<file path="src/rtl/booth_multiplier.sv">
// Sequential 32x32 signed radix-2 Booth multiplier with a start/result-ready handshake.
// A carry-lookahead add/subtract engine performs the single add/subtract in each iteration.

module carry_lookahead_adder #(
   parameter int WIDTH = 32
) (
   input  logic [WIDTH-1:0] a,
   input  logic [WIDTH-1:0] b,
   input  logic             subtraction,
   output logic [WIDTH-1:0] sum,
   output logic             overflow
);
   logic [WIDTH-1:0] b_eff;
   logic [WIDTH-1:0] g;
   logic [WIDTH-1:0] p;
   logic [WIDTH:0]   c;

   assign b_eff = b ^ {WIDTH{subtraction}};
   assign g     = a & b_eff;
   assign p     = a ^ b_eff;

   // 4-bit lookahead groups; each group's carry-out feeds the next group's carry-in.
   always_comb begin
      c    = '0;
      c[0] = subtraction;
      for (int k = 0; k < WIDTH / 4; k++) begin
         c[4*k+1] = g[4*k] | (p[4*k] & c[4*k]);
         c[4*k+2] = g[4*k+1] | (p[4*k+1] & g[4*k]) | (p[4*k+1] & p[4*k] & c[4*k]);
         c[4*k+3] = g[4*k+2] | (p[4*k+2] & g[4*k+1]) | (p[4*k+2] & p[4*k+1] & g[4*k])
                  | (p[4*k+2] & p[4*k+1] & p[4*k] & c[4*k]);
         c[4*k+4] = g[4*k+3] | (p[4*k+3] & g[4*k+2]) | (p[4*k+3] & p[4*k+2] & g[4*k+1])
                  | (p[4*k+3] & p[4*k+2] & p[4*k+1] & g[4*k])
                  | (p[4*k+3] & p[4*k+2] & p[4*k+1] & p[4*k] & c[4*k]);
      end
   end

   assign sum      = p ^ c[WIDTH-1:0];
   assign overflow = c[WIDTH] ^ c[WIDTH-1];
endmodule

module booth_multiplier #(
   parameter int WIDTH = 32,
   parameter int CNT_W = 6
) (
   input  logic             clock,
   input  logic             reset,
   input  logic             ctrl_MULT,
   input  logic [WIDTH-1:0] data_operandA,
   input  logic [WIDTH-1:0] data_operandB,
   output logic [WIDTH-1:0] data_result,
   output logic             data_exception,
   output logic             data_resultRDY,
   output logic             busy,
   output logic [1:0]       dbg_state
);
   typedef enum logic [1:0] {
      S_IDLE = 2'd0,
      S_RUN  = 2'd1,
      S_DONE = 2'd2
   } state_t;

   state_t               state_q, state_d;
   logic [WIDTH-1:0]     m_q, m_d;
   logic [2*WIDTH:0]     p_q, p_d;
   logic [CNT_W-1:0]     cnt_q, cnt_d;
   logic [WIDTH-1:0]     result_q, result_d;
   logic                 exc_q, exc_d;
   logic                 rdy_q, rdy_d;
   logic                 busy_q, busy_d;

   logic [WIDTH-1:0]     add_sum;
   logic                 add_ovf;
   logic                 add_active;
   logic                 add_sub;
   logic [WIDTH-1:0]     upper_new;
   logic                 sign_in;
   logic [2*WIDTH:0]     p_shift;

   assign add_sub    = (p_q[1:0] == 2'b10);
   assign add_active = p_q[1] ^ p_q[0];

   carry_lookahead_adder #(.WIDTH(WIDTH)) u_adder (
      .a           (p_q[2*WIDTH:WIDTH+1]),
      .b           (m_q),
      .subtraction (add_sub),
      .sum         (add_sum),
      .overflow    (add_ovf)
   );

   // The shifted-in MSB is the true sign of the add/sub result, so an overflowing
   // step (e.g. subtracting 0x80000000) still shifts in the correct sign.
   always_comb begin
      upper_new = add_active ? add_sum : p_q[2*WIDTH:WIDTH+1];
      sign_in   = add_active ? (add_sum[WIDTH-1] ^ add_ovf) : p_q[2*WIDTH];
      p_shift   = {sign_in, upper_new, p_q[WIDTH:1]};
   end

   always_comb begin
      state_d  = state_q;
      m_d      = m_q;
      p_d      = p_q;
      cnt_d    = cnt_q;
      result_d = result_q;
      exc_d    = exc_q;
      rdy_d    = 1'b0;
      busy_d   = busy_q;
      if (ctrl_MULT) begin
         m_d     = data_operandA;
         p_d     = {{WIDTH{1'b0}}, data_operandB, 1'b0};
         cnt_d   = '0;
         state_d = S_RUN;
         busy_d  = 1'b1;
      end else begin
         case (state_q)
            S_RUN: begin
               p_d   = p_shift;
               cnt_d = cnt_q + 1'b1;
               if (cnt_q == CNT_W'(WIDTH - 1)) begin
                  state_d  = S_DONE;
                  rdy_d    = 1'b1;
                  result_d = p_shift[WIDTH:1];
                  exc_d    = (p_shift[2*WIDTH:WIDTH+1] != {WIDTH{p_shift[WIDTH]}});
               end
            end
            S_DONE: begin
               state_d = S_IDLE;
               busy_d  = 1'b0;
            end
            default: begin
               state_d = S_IDLE;
               busy_d  = 1'b0;
            end
         endcase
      end
   end

   always_ff @(posedge clock or posedge reset) begin
      if (reset) begin
         state_q  <= S_IDLE;
         m_q      <= '0;
         p_q      <= '0;
         cnt_q    <= '0;
         result_q <= '0;
         exc_q    <= 1'b0;
         rdy_q    <= 1'b0;
         busy_q   <= 1'b0;
      end else begin
         state_q  <= state_d;
         m_q      <= m_d;
         p_q      <= p_d;
         cnt_q    <= cnt_d;
         result_q <= result_d;
         exc_q    <= exc_d;
         rdy_q    <= rdy_d;
         busy_q   <= busy_d;
      end
   end

   assign data_result    = result_q;
   assign data_exception = exc_q;
   assign data_resultRDY = rdy_q;
   assign busy           = busy_q;
   assign dbg_state      = state_q;
endmodule
</file>
<file path="config.mk">
export PLATFORM = sky130hd
export DESIGN_NAME = booth_multiplier
export DESIGN_NICKNAME = d
export VERILOG_FILES = /design/src/rtl/booth_multiplier.sv
export SDC_FILE = /design/constraint.sdc
export NUM_CORES = 1
export LEC_CHECK = 0
export ABC_AREA = 1
export BUFFER_PORTS_ARGS = -buffer_cell sky130_fd_sc_hd__buf_2
export CAP_MARGIN = 20
export CELL_PAD_IN_SITES_DETAIL_PLACEMENT = 0
export CELL_PAD_IN_SITES_GLOBAL_PLACEMENT = 1
export CORE_MARGIN = 2
export CORE_UTILIZATION = 35
export DETAILED_ROUTE_END_ITERATION = 6
export PLACE_DENSITY = 0.7
export RECOVER_POWER = 50
export SLEW_MARGIN = 10
export SYNTH_ARGS = -nofsm -noshare
export SYNTH_HDL_FRONTEND = slang
export SYNTH_SLANG_ARGS = --single-unit
</file>
<file path="constraint.sdc">
create_clock -name clock -period 4.9 [get_ports clock]
set_clock_uncertainty 0.05 [all_clocks]
set_input_delay 0.245 -clock clock [delete_from_list [all_inputs] [get_ports clock]]
set_output_delay 0.245 -clock clock [all_outputs]
set_load 0.02 [all_outputs]
</file>
==> results of run 1 <==
## metrics by stage
step,hold slack [ns],instances
2_1_floorplan,0.3116,989
3_3_place_gp,0.3994,1339
3_5_place_dp,0.3997,1341
4_1_cts,0.03934,1436
5_1_grt,0.1103,1438
6_report,0.1121,1438
## power groups by stage
stage / combinational (W) / sequential (W) / clock [W]
final: 0.00128 / 0.00135 / 0.00130
after global routing: 0.00149 / 0.00137 / 0.00138
after CTS: 0.00130 / 0.00135 / 0.00133
after detailed placement: 0.00125 / 0.00137 / 0
after global placement: 0.00124 / 0.00138 / 0
after floorplan: 0.000977 / 0.00135 / 0
## per-layer routing
layer  routed length, µm  track usage
met3                 863      0.03974
met5                   0            0
met4                 236      0.05073
met1                9548       0.2321
met2                9491       0.2943
## logic make-up after synthesis
logic type | after synthesis | share of synthesized area
DFF | 140 | 0.4450
adders and majority gates | 41 | 0.07184
xor gates and xnor gates | 42 | 0.04673
and+or+nand+nor | 445 | 0.2338
AOI/OAI and AO/OA | 153 | 0.1214
buffers and inverters | 168 | 0.08121
## flip-flops by register name (all words and copies together), names as in the netlist
name            flops
busy                1
cnt_q               6
data_exception      1
data_result        32
data_resultRDY      1
dbg_state           2
m_q                32
p_q                65
## worst register-to-register path: cells and delay by family (launching register included)
kind	cells	cell delay, ns
xor+xnor	2	0.29
flops	1	0.37
simple gates	17	1.23
fa+ha+maj	3	1.36
compound gates	5	0.62
buf+inv	4	0.28
## layout by cell type, fill, tap and decap left out, types with 31 or more instances in the layout
cell,Yosys,routed
buf_2,4,65
clkbuf_1,33,39
dfrtp_1,140,140
dlygate4sd3_1,0,64
ha_1,34,33
inv_1,120,119
nand2_1,325,324
nand3_1,49,49
nor2_1,39,39
o21ai_0,72,72
o221ai_1,31,31
xor2_1,32,32
## worst paths after layout
path                                             startpoint                           to  slack, ns  depth (start not counted)
worst max-delay path                     p_q[0]$_DFFE_PP0P_   data_exception$_DFFE_PP0P_       0.56                         31
worst min-delay path                       data_operandB[0]           p_q[1]$_DFFE_PP0P_       0.11                          3
worst max register to register           p_q[0]$_DFFE_PP0P_   data_exception$_DFFE_PP0P_       0.56                         31
worst min register to register  data_result[21]$_DFFE_PP0P_  data_result[21]$_DFFE_PP0P_       0.43                          2
max in group asynchronous                             reset          m_q[19]$_DFFE_PP0P_       1.47                          5
min in group asynchronous                             reset  data_result[23]$_DFFE_PP0P_       0.60                          3
## area by class of cell
type / count / area, µm² / area share
Timing Repair Buffer: 181 / 1252 / 0.1266
Clock buffer: 18 / 439.2 / 0.04439
Multi-Input combinational cell: 681 / 3735 / 0.3775
Inverter: 124 / 466.7 / 0.04717
Tap cell: 280 / 350.3 / 0.03541
Sequential cell: 140 / 3503 / 0.3541
Clock inverter: 14 / 147.6 / 0.01492
## what timing repair did
action / 4_1_cts / 5_1_grt
buffers inserted: 0 / 0
endpoints found under the hold margin: 63 / 27
resized for setup: 0 / 0
hold buffers: 63 / 1
## Yosys cell counts (2+ instances only)
cell      count  area share
nand4_1       4      0.0032
clkbuf_1     33       0.016
o211ai_1      2      0.0019
nand3b_1      3      0.0029
o221ai_1     31       0.034
buf_1         6      0.0029
xnor2_1      10       0.011
o22ai_1      15       0.012
fa_1          7       0.018
or2_2         4      0.0032
dfrtp_1     140        0.45
inv_2         3      0.0014
nand3_2       2      0.0025
nor3_1        4      0.0025
o21ai_0      72       0.046
nand2_1     325        0.15
xor2_1       32       0.036
a22o_1        4      0.0044
a21oi_1      19       0.012
nand2_4       2      0.0029
ha_1         34       0.054
nand2_2      11      0.0087
buf_2         4      0.0025
o21ai_1       2      0.0013
nor2_1       39       0.019
inv_1       120       0.057
nand3_1      49       0.031
==> results.py, run 1 <==
metrics = {
    "layout": {
        "design_area_mm2": 0.009894,
        "utilization": 0.4506,
        "n_antenna_cell": 0,
        "area_growth_pct": 25.68,
        "drive_above_1_share": 0.1192,
        "fillCellCount": 2205,
        "nets": 1253,
    },
    "detailed_routing": {
        "vias_per_cell": 4.730,
        "drc": 0,
        "vias": 6802,
        "postRouteAntennaNets": 0,
        "wl_per_cell_um": 14.01,
        "routed_wl_um": 20140,
        "drt_iter0_drc": 333,
        "first_pass_iters": 5,
    },
    "sta": {
        "worst_pin_slew_ns": 2.001,
        "setup_violations": 0,
        "hold_viol": 0,
        "slew_headroom": -0.3339,
        "rsz0062_at_grt": "no",
        "drv_slew": 126,
        "fin_ws_ns": 0.5631,
        "fmaxAchievable_mhz": 230.6,
        "layout_min_cycle_time_ns": 4.337,
        "tns_ns": 0,
        "post-route-period-util": 0.8851,
    },
    "synth": {
        "synth_warnings": 0,
        "synth_cell_types": 39,
        "async_reset_ff_frac": 1.000,
        "syn_nets": 1097,
        "netlist_instances": 989,
        "synth_ff_type": "dfrtp_1",
        "synth_seq_area_share": 0.4450,
        "synth-seq-cells": 140,
        "syn_avg_cell_area_um2": 7.960,
        "synth_enable_flop_cells": 0,
        "syn-cell-area_mm2": 0.007873,
    },
    "placement": {
        "hpwl_um": 13420,
        "pre_cts_slack_ns": 0.5576,
        "place.gp.congestion": 0.7808,
        "placed_cell_area_mm2": 0.008717,
        "portBuffers": 103,
    },
    "power_and_ir_drop": {
        "switching_share": 0.3634,
        "power_frac_comb": 0.326,
        "clockPowerShare": 0.330,
        "power_w": 0.003935,
        "pwr_density_cell_mw_per_mm2": 397.7,
        "peakVddDrop_uv": 253.6,
        "power_frac_seq": 0.344,
        "p_int_w": 0.002505,
        "switching_power_w": 0.001430,
        "p_leak_nw": 5.048,
    },
    "setup_path": {
        "crit_buf_inv": 4,
        "worst_path_most_repeated_cell": "nand2_2",
        "end_kind": "flip-flop",
        "worstSetupStartpointType": "flip-flop",
        "cp_max_fo": 16,
        "slowest_delay_ns": 0.53,
        "critPathTopFamily": "adder cells",
        "critPathRequiredTime_ns": 5.17,
        "arrival_ns": 4.60,
        "path_class": "flip-flop to flip-flop",
        "crit_slowest_cell": "ha_2",
    },
    "global_route": {
        "grt_pass1_wl_um": 33880,
        "antenna_found_initial": 0,
        "grt_pass1_vias": 6702,
        "grt_max_degree": 108,
        "grt_use_total": 0.1770,
        "grt_overflow": 0,
    },
    "floorplanning": {
        "die_w_um": 154.0,
        "num_io_pins": 104,
        "initial_utilization": 0.3585,
        "die_h_um": 154.0,
        "rows": 54,
        "die_area_mm2": 0.02371,
        "core_mm2": 0.02196,
    },
    "clock_tree": {
        "cts-buffers-inserted": 17,
        "clk_pin_slew_ns": 0.07,
        "cts_tree": "done",
        "htree_levels": 4,
        "clock_sinks": 140,
        "cts_buffer_depth": 2,
        "clock_latency_ns": 0.42,
        "clockRootBuffer": "clkbuf_16",
    },
    "status": {
        "violations": "capacitance limit, slew limit",
        "status": "finished, violations left",
    },
    "run": {
        "drv_cap": 2,
    },
    "min_path": {
        "hp-class": "input port to flip-flop",
    },
}
Note: power is estimated with default switching activity, not from simulation.
==> run 2, diff against run 1 <==
==> constraint.sdc (replaced) <==
create_clock -name clock -period 5.3 [get_ports clock]
set_clock_uncertainty 0.05 [all_clocks]
set_input_delay 0.265 -clock clock [delete_from_list [all_inputs] [get_ports clock]]
set_output_delay 0.265 -clock clock [all_outputs]
set_load 0.02 [all_outputs]
==> results.py, run 2 (synthesis results as in run 1) <==
metrics = {
    "min_path": {
        "hold-path-cell-count": 3,
        "hp-start": "data_operandB[6]",
        "min_to": "p_q[7]$_DFFE_PP0P_",
        "hp-class": "input port to flip-flop",
    },
    "power_and_ir_drop": {
        "peakVddDrop_uv": 220.9,
        "pwr_density_cell_mw_per_mm2": 371.2,
        "p_leak_nw": 5.002,
    },
    "floorplanning": {
        "rows": 54,
        "num_io_pins": 104,
        "die_w_um": 154.0,
        "die_area_mm2": 0.02371,
        "core_mm2": 0.02196,
        "initial_utilization": 0.3585,
        "die_h_um": 154.0,
    },
    "setup_path": {
        "slowest_delay_ns": 0.61,
        "worstSetupStartpointType": "flip-flop",
        "path_class": "flip-flop to flip-flop",
        "ff2ff_path_depth": 31,
        "end_kind": "flip-flop",
        "crit_buf_inv": 4,
        "ff2ff_setup_slack_ns": 0.86,
        "critPathTopFamily": "adder cells",
        "crit_slowest_cell": "ha_2",
        "cp_max_fo": 20,
        "r2r-end": "data_exception$_DFFE_PP0P_",
        "critPathRequiredTime_ns": 5.57,
        "r2r-start": "p_q[0]$_DFFE_PP0P_",
        "arrival_ns": 4.71,
        "critPathLaunch": "p_q[0]$_DFFE_PP0P_",
        "worst_path_most_repeated_cell": "nand2_2",
    },
    "clock_tree": {
        "cts_buffer_depth": 2,
        "cts-buffers-inserted": 17,
        "clock_sinks": 140,
        "clockRootBuffer": "clkbuf_16",
        "htree_levels": 4,
        "cts_setup_buffers": 0,
        "clock_latency_ns": 0.43,
        "cts_tree": "done",
        "clk_pin_slew_ns": 0.07,
    },
    "layout": {
        "largest_register_ffs": 65,
        "largest-register": "p_q",
        "register_area_mm2": 0.003503,
        "n_antenna_cell": 0,
        "multi_input_area_mm2": 0.003735,
        "final_cell_mix": "nand2_1, dfrtp_1, inv_1",
        "drive_above_1_share": 0.1148,
        "layout_commonest_cell": "nand2_1",
        "area_growth_pct": 24.22,
        "fillCellCount": 2227,
        "nets": 1245,
    },
    "sta": {
        "tns_ns": 0,
        "drv_slew": 156,
        "worst_pin_slew_ns": 3.273,
        "layout_min_cycle_time_ns": 4.441,
        "rsz0062_at_grt": "no",
        "fin_ws_ns": 0.8590,
        "post-route-period-util": 0.8379,
        "slew_headroom": -1.182,
        "hold_viol": 0,
        "setup_violations": 0,
        "fmaxAchievable_mhz": 225.2,
    },
    "placement": {
        "portBuffers": 103,
        "place.gp.congestion": 0.7676,
        "hpwl_um": 13200,
        "pre_cts_slack_ns": 0.8419,
    },
    "detailed_routing": {
        "wl_per_cell_um": 13.83,
        "vias": 6797,
        "postRouteAntennaNets": 0,
        "vias_per_cell": 4.753,
        "routed_wl_um": 19780,
        "drt_iter0_drc": 370,
        "drc": 0,
        "first_pass_iters": 5,
    },
    "global_route": {
        "grt_max_degree": 88,
        "grt_use_total": 0.1770,
        "grt_pass1_vias": 6861,
        "antenna_found_initial": 0,
        "grt_overflow": 0,
        "grt_pass1_wl_um": 33980,
    },
    "status": {
        "violations": "capacitance limit, slew limit",
        "status": "finished, violations left",
    },
    "run": {
        "drv_cap": 2,
    },
}
run 2: cell count changes in the layout (fill, tap and decap cells not counted), moves of 2 or more:
cell and change:
buf_12 -2, clkinv_4 -3, inv_8 +3, dlygate4sd3_1 -4
run 2: cell type report:
type | instances | share of cell area
Timing Repair Buffer | 173 | 0.1162
Inverter | 124 | 0.04759
Sequential cell | 140 | 0.3582
Clock inverter | 15 | 0.01676
Tap cell | 280 | 0.03582
Multi-Input combinational cell | 681 | 0.3819
Clock buffer | 17 | 0.04350
run 2: worst reg2reg max path, delay by kind of cell, from the launching register on:
| family | cells | cell delay, ns |
|---|---|---|
| AND/OR/NAND/NOR | 17 | 1.26 |
| adder cells (fa/ha/maj) | 3 | 1.44 |
| buffers and inverters | 4 | 0.28 |
| flip-flops | 1 | 0.36 |
| XOR/XNOR | 2 | 0.30 |
| AO/OA/AOI/OAI | 5 | 0.65 |
run 2: where the power goes:
group / leakage (nW) / internal [W] / switching, W
Sequential: 1.80 / 0.00117 / 0.0000779
Combinational: 2.91 / 0.000453 / 0.000711
Clock: 0.290 / 0.000673 / 0.000542
Total: 5.00 / 0.00230 / 0.00133
run 2: through the flow:
step	power (W)	util	hold WS (ns)	area, µm²	std cells
4_1_cts	0.003672	0.4490	0.001109	9859	1430
3_3_place_gp	0.002408	0.3936	0.4022	8642	1337
3_5_place_dp	0.002408	0.3948	0.4086	8670	1338
6_report	0.003630	0.4454	0.009009	9779	1430
2_1_floorplan	0.002148	-	0.3316	7873	989
5_1_grt	0.003917	0.4454	0.01323	9779	1430
run 2: routing by layer:
metal | vias to the layer above | track usage | share of wire
met5 | - | 0 | 0
met4 | 0 | 0.04361 | 0.0067
met3 | 12 | 0.04453 | 0.042
met2 | 104 | 0.2955 | 0.47
met1 | 3195 | 0.2307 | 0.48
li1 | 3486 | - | -
run 2: worst max-delay path by stage:
stage / endpoint / slack (ns) / depth (start not counted)
2_1_floorplan: data_exception$_DFFE_PP0P_ / 1.20 / 33
6_report: data_exception$_DFFE_PP0P_ / 0.86 / 31
3_5_place_dp: data_exception$_DFFE_PP0P_ / 0.84 / 31
5_1_grt: data_exception$_DFFE_PP0P_ / 0.31 / 31
4_1_cts: data_exception$_DFFE_PP0P_ / 0.82 / 31
3_3_place_gp: data_exception$_DFFE_PP0P_ / 0.97 / 31
run 2: timing repair:
action,4_1_cts,5_1_grt
gates resized for setup,0,0
endpoints found under the hold margin,137,0
hold buffers,60,0
